==> src/rtl/rx_timer_pkg.sv <==
`default_nettype none
// ============================================================================
// Module   : rx_timer_pkg
// Brief    : Shared constants and helper functions for the RX bit timer.
// Revision : 1.0 - initial release
// ============================================================================
package rx_timer_pkg;

    // Default configuration of the RX bit timer.
    localparam int c_DEF_CLKS_PER_BIT  = 8;
    localparam int c_DEF_SAMPLE_DELAY  = 3;
    localparam int c_DEF_BITS_PER_WORD = 8;
    localparam int c_DEF_EDGE_TOL      = 1;

    // Phase counter type sized for the default bit period.
    typedef logic [$clog2(c_DEF_CLKS_PER_BIT)-1:0] phase_t;

    // Phase value loaded on a resync edge so that the sample strobe lands
    // exactly 'delay' cycles after the edge cycle.
    function automatic int edge_load(input int clks, input int delay);
        return clks - delay;
    endfunction

    // Phase the counter is expected to hold when a well-aligned edge arrives:
    // one step before the reload value, modulo the bit period.
    function automatic int exp_edge_phase(input int clks, input int delay);
        return (clks - delay - 1 + clks) % clks;
    endfunction

endpackage : rx_timer_pkg
`default_nettype wire

==> src/rtl/rx_phase_gen.sv <==
`default_nettype none
// ============================================================================
// Module   : rx_phase_gen
// Brief    : Bit-phase counter with edge resync, sample strobe generation and
//            phase-error detection on resync edges.
// Revision : 1.0 - initial release
// ============================================================================
module rx_phase_gen
    import rx_timer_pkg::*;
#(
    parameter int CLKS_PER_BIT = 8,
    parameter int SAMPLE_DELAY = 3,
    parameter int EDGE_TOL     = 1
) (
    input  logic clk,
    input  logic reset,
    input  logic rcving,
    input  logic d_edge,
    input  logic resync_en,
    output logic shift_enable,
    output logic edge_err
);

    localparam int c_PH_W = $clog2(CLKS_PER_BIT);
    localparam int c_D_W  = c_PH_W + 1;

    localparam logic [c_PH_W-1:0] c_LOAD = c_PH_W'(edge_load(CLKS_PER_BIT, SAMPLE_DELAY));
    localparam logic [c_PH_W-1:0] c_LAST = c_PH_W'(CLKS_PER_BIT - 1);
    localparam logic [c_D_W-1:0]  c_EXP  = c_D_W'(exp_edge_phase(CLKS_PER_BIT, SAMPLE_DELAY));
    localparam logic [c_D_W-1:0]  c_N    = c_D_W'(CLKS_PER_BIT);
    localparam logic [c_D_W-1:0]  c_TOL  = c_D_W'(EDGE_TOL);

    logic [c_PH_W-1:0] r_ph;
    logic              r_first_edge_seen;
    logic              r_shift_enable;
    logic              r_edge_err;

    logic              w_resync;
    logic [c_PH_W-1:0] w_ph_inc;
    logic [c_PH_W-1:0] w_ph_next;
    logic [c_D_W-1:0]  w_ph_ext;
    logic [c_D_W-1:0]  w_diff;
    logic [c_D_W-1:0]  w_dist;
    logic              w_out_of_tol;

    // Next phase and circular phase error of the current edge.
    always_comb begin
        w_resync     = d_edge && resync_en;
        w_ph_inc     = (r_ph == c_LAST) ? '0 : r_ph + 1'b1;
        w_ph_next    = w_resync ? c_LOAD : w_ph_inc;
        w_ph_ext     = {1'b0, r_ph};
        w_diff       = (w_ph_ext >= c_EXP) ? (w_ph_ext - c_EXP) : (c_EXP - w_ph_ext);
        w_dist       = (w_diff > (c_N - w_diff)) ? (c_N - w_diff) : w_diff;
        w_out_of_tol = (w_dist > c_TOL);
    end

    // Phase register, first-edge flag and registered strobes; idle forces reload state.
    always_ff @(posedge clk) begin
        if (reset || !rcving) begin
            r_ph              <= c_LOAD;
            r_first_edge_seen <= 1'b0;
            r_shift_enable    <= 1'b0;
            r_edge_err        <= 1'b0;
        end else begin
            r_ph           <= w_ph_next;
            r_shift_enable <= (w_ph_next == c_LAST);
            // The first edge of a packet only establishes the phase reference.
            r_edge_err     <= w_resync && r_first_edge_seen && w_out_of_tol;
            if (w_resync) begin
                r_first_edge_seen <= 1'b1;
            end
        end
    end

    assign shift_enable = r_shift_enable;
    assign edge_err     = r_edge_err;

endmodule : rx_phase_gen
`default_nettype wire

==> src/rtl/rx_bit_timer.sv <==
`default_nettype none
// ============================================================================
// Module   : rx_bit_timer
// Brief    : Receive bit timer: per-bit sample strobe, stuffed-bit skipping,
//            word-complete pulse and resync phase-error flag.
// Revision : 1.0 - initial release
// ============================================================================
module rx_bit_timer
    import rx_timer_pkg::*;
#(
    parameter int CLKS_PER_BIT  = c_DEF_CLKS_PER_BIT,
    parameter int SAMPLE_DELAY  = c_DEF_SAMPLE_DELAY,
    parameter int BITS_PER_WORD = c_DEF_BITS_PER_WORD,
    parameter int EDGE_TOL      = c_DEF_EDGE_TOL
) (
    input  logic                             clk,
    input  logic                             reset,
    input  logic                             d_edge,
    input  logic                             rcving,
    input  logic                             stuff_bit,
    input  logic                             resync_en,
    output logic                             shift_enable,
    output logic                             word_received,
    output logic [$clog2(BITS_PER_WORD)-1:0] bit_index,
    output logic                             edge_err
);

    localparam int                 c_IDX_W    = $clog2(BITS_PER_WORD);
    localparam logic [c_IDX_W-1:0] c_IDX_LAST = c_IDX_W'(BITS_PER_WORD - 1);

    logic               w_shift_enable;
    logic               w_count;
    logic               w_last_bit;
    logic [c_IDX_W-1:0] r_bit_index;
    logic               r_word_received;

    rx_phase_gen #(
        .CLKS_PER_BIT (CLKS_PER_BIT),
        .SAMPLE_DELAY (SAMPLE_DELAY),
        .EDGE_TOL     (EDGE_TOL)
    ) u_phase_gen (
        .clk          (clk),
        .reset        (reset),
        .rcving       (rcving),
        .d_edge       (d_edge),
        .resync_en    (resync_en),
        .shift_enable (w_shift_enable),
        .edge_err     (edge_err)
    );

    // A strobe counts as a data bit only when the decoder has not marked it stuffed.
    always_comb begin
        w_count    = w_shift_enable && !stuff_bit;
        w_last_bit = (r_bit_index == c_IDX_LAST);
    end

    // Bit counter and one-cycle word-complete pulse; idle clears mid-word.
    always_ff @(posedge clk) begin
        if (reset || !rcving) begin
            r_bit_index     <= '0;
            r_word_received <= 1'b0;
        end else begin
            r_word_received <= w_count && w_last_bit;
            if (w_count) begin
                r_bit_index <= w_last_bit ? '0 : r_bit_index + 1'b1;
            end
        end
    end

    assign shift_enable  = w_shift_enable;
    assign word_received = r_word_received;
    assign bit_index     = r_bit_index;

endmodule : rx_bit_timer
`default_nettype wire

==> config.mk <==
export PLATFORM = sky130hd
export DESIGN_NAME = rx_bit_timer
export DESIGN_NICKNAME = d
export VERILOG_FILES = /design/src/rtl/rx_timer_pkg.sv /design/src/rtl/rx_phase_gen.sv /design/src/rtl/rx_bit_timer.sv
export SDC_FILE = /design/constraint.sdc
export NUM_CORES = 1
export LEC_CHECK = 0
export BUFFER_PORTS_ARGS = -buffer_cell sky130_fd_sc_hd__buf_4
export CAP_MARGIN = 10
export CORE_AREA = 2 2 39 41
export DETAILED_ROUTE_END_ITERATION = 8
export DIE_AREA = 0 0 41 43
export PLACE_DENSITY = 0.63
export SLEW_MARGIN = 25
export SYNTH_ARGS = -nofsm -noshare
export SYNTH_HDL_FRONTEND = slang
export SYNTH_SLANG_ARGS = --single-unit
==> constraint.sdc <==
create_clock -name clk -period 1.92 [get_ports clk]
set_input_delay 0.288 -clock clk [delete_from_list [all_inputs] [get_ports clk]]
set_output_delay 0.288 -clock clk [all_outputs]
set_load 0.05 [all_outputs]
Yosys cells after proc, flatten, opt, wreduce, memory -nomap -nowiden
Index checks and enable logic that the tools add are counted.
{"block": "word_totals", "ff_bits": 10, "inputBits": 6, "out_inout_bits": 6, "word_cells": 30}
{"block": "classes", "addsub": 5, "magnitude_cmp": 3, "eq_ne": 3, "mux": 5, "n_reduce_logical": 8}
{"operator": "$eq 3x3->1 const B", "n": 3}
{"operator": "$mux 3", "n": 3}
{"operator": "$mux 4", "n": 2}
{"operator": "$add 3x1->3 const B", "n": 2}
{"operator": "$logic_and 1x1->1", "n": 5}
{"operator": "$gt 4x1->1 const B", "n": 1}
{"operator": "$gt 4x4->1", "n": 1}
{"operator": "$sub 3x3->4 const A", "n": 1}
{"operator": "$sub 3x3->4 const B", "n": 1}
{"operator": "$sub 4x4->4 const A", "n": 1}
{"operator": "$ge 3x3->1 const B", "n": 1}
{"operator": "$logic_not 1->1", "n": 2}
{"operator": "$logic_or 1x1->1", "n": 1}

Depth between registers and ports, before layout
{"block": "depth", "depth_word": 7, "depth_mapped": 8, "mapped_depth_nobuf": 8}

Modules after synthesis
From an unflattened synthesis, not the netlist that was laid out.
{"block": "hier_totals", "cells_unflattened": 56, "hier_area_um2": 543.0}
{"module": "rx_phase_gen", "instances": 1, "cells_each": 39, "area_per_inst_um2": 365.4, "seq_area_each_um2": 120.1}
{"module": "rx_bit_timer", "instances": 1, "cells_each": 17, "area_per_inst_um2": 177.7, "seq_area_each_um2": 80.1}

Least setup slack after synthesis
OpenSTA, ideal clock, no wires.
{"block": "synth_path", "kind": "reg2reg", "start": "register u_phase_gen.r_ph[0]", "end": "register u_phase_gen.r_edge_err, in the netlist u_phase_gen.edge_err", "setup_time_ns": 0.074, "t_arrival_ns": 1.989, "required_ns": 1.846, "path_slack_ns": -0.143, "stages_incl_launch_ff": 8, "n_path_buf": 0, "period_less_slack_ns": 2.063, "path_cell_list": "dfxtp_1 -> inv_1 -> ha_1 -> mux2i_2 -> ha_1 -> and3_4 -> or4_1 -> a31oi_1"}
{"block": "synth_between", "elab_chain_cells": 7, "elab_cells_between_ends": 9, "cone_classes": "add/sub: 3; order compare: 3; mux: 2; reduce/logical: 1"}
{"element": "from (decl)", "line_no": "rx_phase_gen.sv:33", "source": "logic [c_PH_W-1:0] r_ph;"}
{"element": "from (signal assigned)", "line_no": "rx_phase_gen.sv:60", "source": "r_ph <= c_LOAD;"}
{"element": "from (signal assigned)", "line_no": "rx_phase_gen.sv:65", "source": "r_ph <= w_ph_next;"}
{"element": "$sub 3x3->4 or $ge 3x3->1 (tied branches)", "line_no": "rx_phase_gen.sv:52", "source": "w_diff = (w_ph_ext >= c_EXP) ? (w_ph_ext - c_EXP) : (c_EXP - w_ph_ext);"}
{"element": "$mux 4 *", "line_no": "rx_phase_gen.sv:52"}
{"element": "$sub 4x4->4", "line_no": "rx_phase_gen.sv:53", "source": "w_dist = (w_diff > (c_N - w_diff)) ? (c_N - w_diff) : w_diff;"}
{"element": "$gt 4x4->1", "line_no": "rx_phase_gen.sv:53"}
{"element": "$mux 4 *", "line_no": "rx_phase_gen.sv:53"}
{"element": "$gt 4x1->1 *", "line_no": "rx_phase_gen.sv:54", "source": "w_out_of_tol = (w_dist > c_TOL);"}
{"element": "$logic_and 1x1->1 *", "line_no": "rx_phase_gen.sv:68", "source": "r_edge_err <= w_resync && r_first_edge_seen && w_out_of_tol;"}
{"element": "to (signal assigned)", "line_no": "rx_phase_gen.sv:68"}
{"element": "to (decl)", "line_no": "rx_phase_gen.sv:36", "source": "logic r_edge_err;"}
Mark *: on every way between the ends. The rest lies on a longest branch, timed or not.
A chain may end at the register's enable or synchronous reset.

Worst setup path after layout
{"block": "layout_path", "start": "register u_phase_gen.r_ph[2]", "end": "register u_phase_gen.r_edge_err, in the netlist u_phase_gen.edge_err"}
The elaborated chain is that of the path after synthesis.

==> out/results.txt <==
The ratio of final minimum period to clock period is 96.3%. The wire length per cell came out at 11.6 µm. For this run, the number of Yosys warnings is 0. The most area-hungry cell type in the Yosys netlist was sky130_fd_sc_hd__dfxtp_1. The placed instances occupy a cell area of 693 µm². The row count was 14.

IR analysis of the VDD net gives a maximum drop of 0.676 mV. The area growth from synthesis to layout is 43.1%. The run gives 0.755 as the final weighted congestion in routability-driven placement.

The first TritonRoute pass finished after 4 iterations. Setup violations remaining at the end of the flow were counted as 0. The tools report the clock skew as 0.0113 ns.

For the clock network latency to the later pin of the worst-skew pair, the log shows 0.27 ns. Wires add up to 1.12 mm. After the flow finishes, the layout carries non-filler instances totaling 96. The tools report the worst max-slew margin expressed relative to the limit as 80.9%. Summing the areas of all compound-gate instances in the mapped netlist gives 11.9% of the synthesized area.

Unique cell type count in the Yosys netlist: 25. The start point of the critical path was u_phase_gen.r_ph[2]$_SDFF_PP1_. The number of nets with antenna violations after detailed routing is 0, and the area share of the leading cell type in the synthesized netlist is 36.7%. The run gives 12 as the number of placed I/O pins. The repair_antennas step left the layout with diodes totalling 0. Via count of the first global-routing pass: 406.

For this run, the total global-route usage over all layers was measured as 13.1%. Endpoint of the most critical register-to-register path: u_phase_gen.edge_err$_SDFF_PP0_. The leakage component of the power was 0.000344 µW; the post-detailed-route DRC marker count was 0.

The run gives 475 as the vias after detailed routing. In this run the power density over the cells is 618 nW/µm². The setup path with the least slack is of type reg2reg.

The share of total power dissipated in sequential elements is 44.8%. Along the worst path, the maximum fanout reaches 5. The proportion of layout cells with a drive suffix above 1 is 41.3%, and the setup slack of the worst register-to-register path is 0.07 ns. The first global-routing pass estimated 1.56 mm of wire. The initial antenna violation count is 0, and the slew at the pin closest to its max-slew limit is 0.286 ns.

The synthesized netlist occupies a cell area of 546 µm². The total of buffers placed on input and output ports works out to 11. The run gives 1760 µm² as the overall die area. Fill cells in the final layout number 128. Yosys attributes the largest share of cell area to sky130_fd_sc_hd__dfxtp_1 37%, sky130_fd_sc_hd__ha_1 18%, sky130_fd_sc_hd__a21oi_1 5.5%, sky130_fd_sc_hd__nor2b_1 3.4%, sky130_fd_sc_hd__inv_1 2.8%. The final number of hold-violating endpoints is 0, and the number of clock sinks is 10. The share of the Yosys chip area taken by registers is 36.7%.

Clock tree synthesis selected as its root buffer the cell sky130_fd_sc_hd__clkbuf_4. The endpoint class of the critical path is a flip-flop. The run gives 58 as the synthesized instance count. Register bit total from synthesis: 10. The largest net degree at the start of global routing is 7, and the xor-xnor portion of the synthesized cell area is 0%. The total placed cells including tap cells is 89.

The run finished with clean final reports. For the final global-route overflow total, the log shows 0. In the routed layout, each cell is associated on average with a via count of 4.95. A synthesized cell averages 9.41 µm².

Of the total synthesized cell area, the portion taken by AND, OR, NAND and NOR gates is 25.9%. The number of enable-type register cells in the synthesized netlist was 0; the total clock buffers created by CTS was 3. For this design the total switching power over the nets is 112 µW.

The worst register-to-register path has a depth of 5. The initial standard-cell utilization of the core was 39.4%; the portion of total power attributed to the clock network was 38.6%. Data on the critical path arrives at its endpoint at 2.05 ns. The worst flop-to-flop path startpoint is u_phase_gen.r_ph[2]$_SDFF_PP1_. TritonCTS built the clock tree. The first-iteration detailed-routing DRC count is 11, and the data required time at the worst endpoint is 2.12 ns.

The min-delay analysis places its worst path in the category in2reg. The number of max-slew violations in the final report is 0, and the reported max-cap violation count is 0. Counting flops with an async set or reset pin after synthesis yields a share of 0%. In the final design database the tool counted 95 nets. The logs give 16.6% for the share of power burned in combinational logic and 1380 µm² for the core area.

The vertical die dimension came out at 43 µm. The final period demand of the worst path works out to 1.85 ns. Ranked by instance count, the synthesized netlist is headed by 10 x sky130_fd_sc_hd__dfxtp_1, 8 x sky130_fd_sc_hd__ha_1, 6 x sky130_fd_sc_hd__a21oi_1, 4 x sky130_fd_sc_hd__inv_1, 4 x sky130_fd_sc_hd__nand2_1.

Synthesis produced a netlist with a net count of 72. Die span in x: 41 µm. Setup repair after global routing could not meet its margin everywhere. The timing endpoint of the critical path is u_phase_gen.edge_err$_SDFF_PP0_.

Summed over all nets, the half-perimeter wirelength after detailed placement is 799 µm. The worst setup path is launched from a flip-flop. The clock passes through at most 2 buffers. The synthesized netlist devotes 18.3% of its cell area to adder and majority cells. Of the total power, the share spent switching nets is 23.1%.

The H-tree depth is 1, and the post-route standard cell area excluding fillers is 781 µm². The clock edge transition at the registers on the reported setup and hold paths is 0.07 ns. The final standard cell utilization of the core was 56.4%. In the synthesized netlist, mux cells make up 4.36% of the area. By area, the combinational part of the netlist is dominated by simple AND/OR/NAND/NOR gates. The library cell with the highest instance count after synthesis was sky130_fd_sc_hd__dfxtp_1. Cell internal power was estimated by the tool at 371 µW. For this run, the leading register cell type out of synthesis is sky130_fd_sc_hd__dfxtp_1.

The top achievable clock speed was 0.541 GHz.
## through the flow
stage	total power (µW)	setup WS, ns	setup TNS [ns]	hold slack (ns)
global placement	283	0.0296	0	0.443
detailed placement	283	-0.00520	-0.00520	0.453
global route	505	-0.0130	-0.0130	0.241
floorplan	258	0.000319	0	0.398
CTS	469	0.00891	0	0.230
finish	482	0.0710	0	0.232
## final cells by class
type                            count  area (µm²)  share of cell area [%]
Tap cell                           16        20.0                    2.56
Multi-Input combinational cell     44         369                    47.3
Sequential cell                    10         203                    26.0
Inverter                            4        17.5                    2.24
Clock buffer                        4        36.3                    4.65
Timing Repair Buffer               18         135                    17.3
## cells by family after synthesis
family	Yosys count
simple gates	23
compound gates	11
flops	10
fa+ha+maj	8
buf+inv	4
mux	2
## worst min path at each step
| stage | slack [ns] | cells after the start | endpoint | start |
|---|---|---|---|---|
| floorplan | 0.40 | 2 | u_phase_gen.r_ph[2]$_SDFF_PP1_ | reset |
| global placement | 0.44 | 2 | u_phase_gen.edge_err$_SDFF_PP0_ | u_phase_gen.r_first_edge_seen$_SDFFE_PP0P_ |
| detailed placement | 0.45 | 2 | u_phase_gen.edge_err$_SDFF_PP0_ | u_phase_gen.r_first_edge_seen$_SDFFE_PP0P_ |
| CTS | 0.23 | 3 | u_phase_gen.r_ph[2]$_SDFF_PP1_ | reset |
| global route | 0.24 | 3 | u_phase_gen.r_ph[2]$_SDFF_PP1_ | reset |
| finish | 0.23 | 3 | u_phase_gen.r_ph[2]$_SDFF_PP1_ | reset |
## flip-flops by register name (all words and copies together) (netlist names)
name                           flops
u_phase_gen.edge_err               1
u_phase_gen.shift_enable           1
u_phase_gen.r_ph                   3
u_phase_gen.r_first_edge_seen      1
bit_index                          3
word_received                      1
## critical path: stages, from the launching register on
cell,delay [ns]
sky130_fd_sc_hd__dfxtp_1,0.49
sky130_fd_sc_hd__mux2i_4,0.31
sky130_fd_sc_hd__ha_4,0.22
sky130_fd_sc_hd__and3_4,0.14
sky130_fd_sc_hd__or4_1,0.49
sky130_fd_sc_hd__a31oi_1,0.13
## power by group through the flow
stage               combinational [µW]  sequential [µW]  clock, µW
floorplan                         35.4              222          0
global placement                  63.9              219          0
detailed placement                63.3              219          0
CTS                               63.9              215        190
global route                      88.7              216        200
finish                            80.1              216        186
## placed cells by master, fill, tap and decap left out, drive strengths merged, types with 2 or more instances in the layout
| cell | synthesis | final |
|---|---|---|
| mux2i | 2 | 2 |
| nand2 | 4 | 4 |
| buf | 0 | 18 |
| dfxtp | 10 | 10 |
| clkbuf | 0 | 4 |
| nor2b | 3 | 3 |
| nor3b | 2 | 2 |
| a21oi | 6 | 6 |
| ha | 8 | 8 |
| or4 | 2 | 2 |
| and3 | 2 | 2 |
| nand2b | 2 | 2 |
| inv | 4 | 4 |
| nor2 | 3 | 3 |
## per-layer routing
layer | wire length (µm) | global-route usage (%) | vias up | part of all wire (%)
met5 | 0 | 0 | - | 0
met4 | 0 | 0 | 0 | 0
met3 | 83 | 9.42 | 0 | 7.4
met2 | 526 | 18.4 | 15 | 47
met1 | 505 | 17.2 | 208 | 45
li1 | - | - | 252 | -
## what timing repair did
| action | CTS | global route |
|---|---|---|
| setup buffers | 0 | 3 |
| pin swaps | 0 | 5 |
| gates resized for setup | 1 | 6 |
| setup endpoints to repair | 1 | 1 |
| hold buffers | 0 | 0 |
Power figures use the tool's default switching activity.
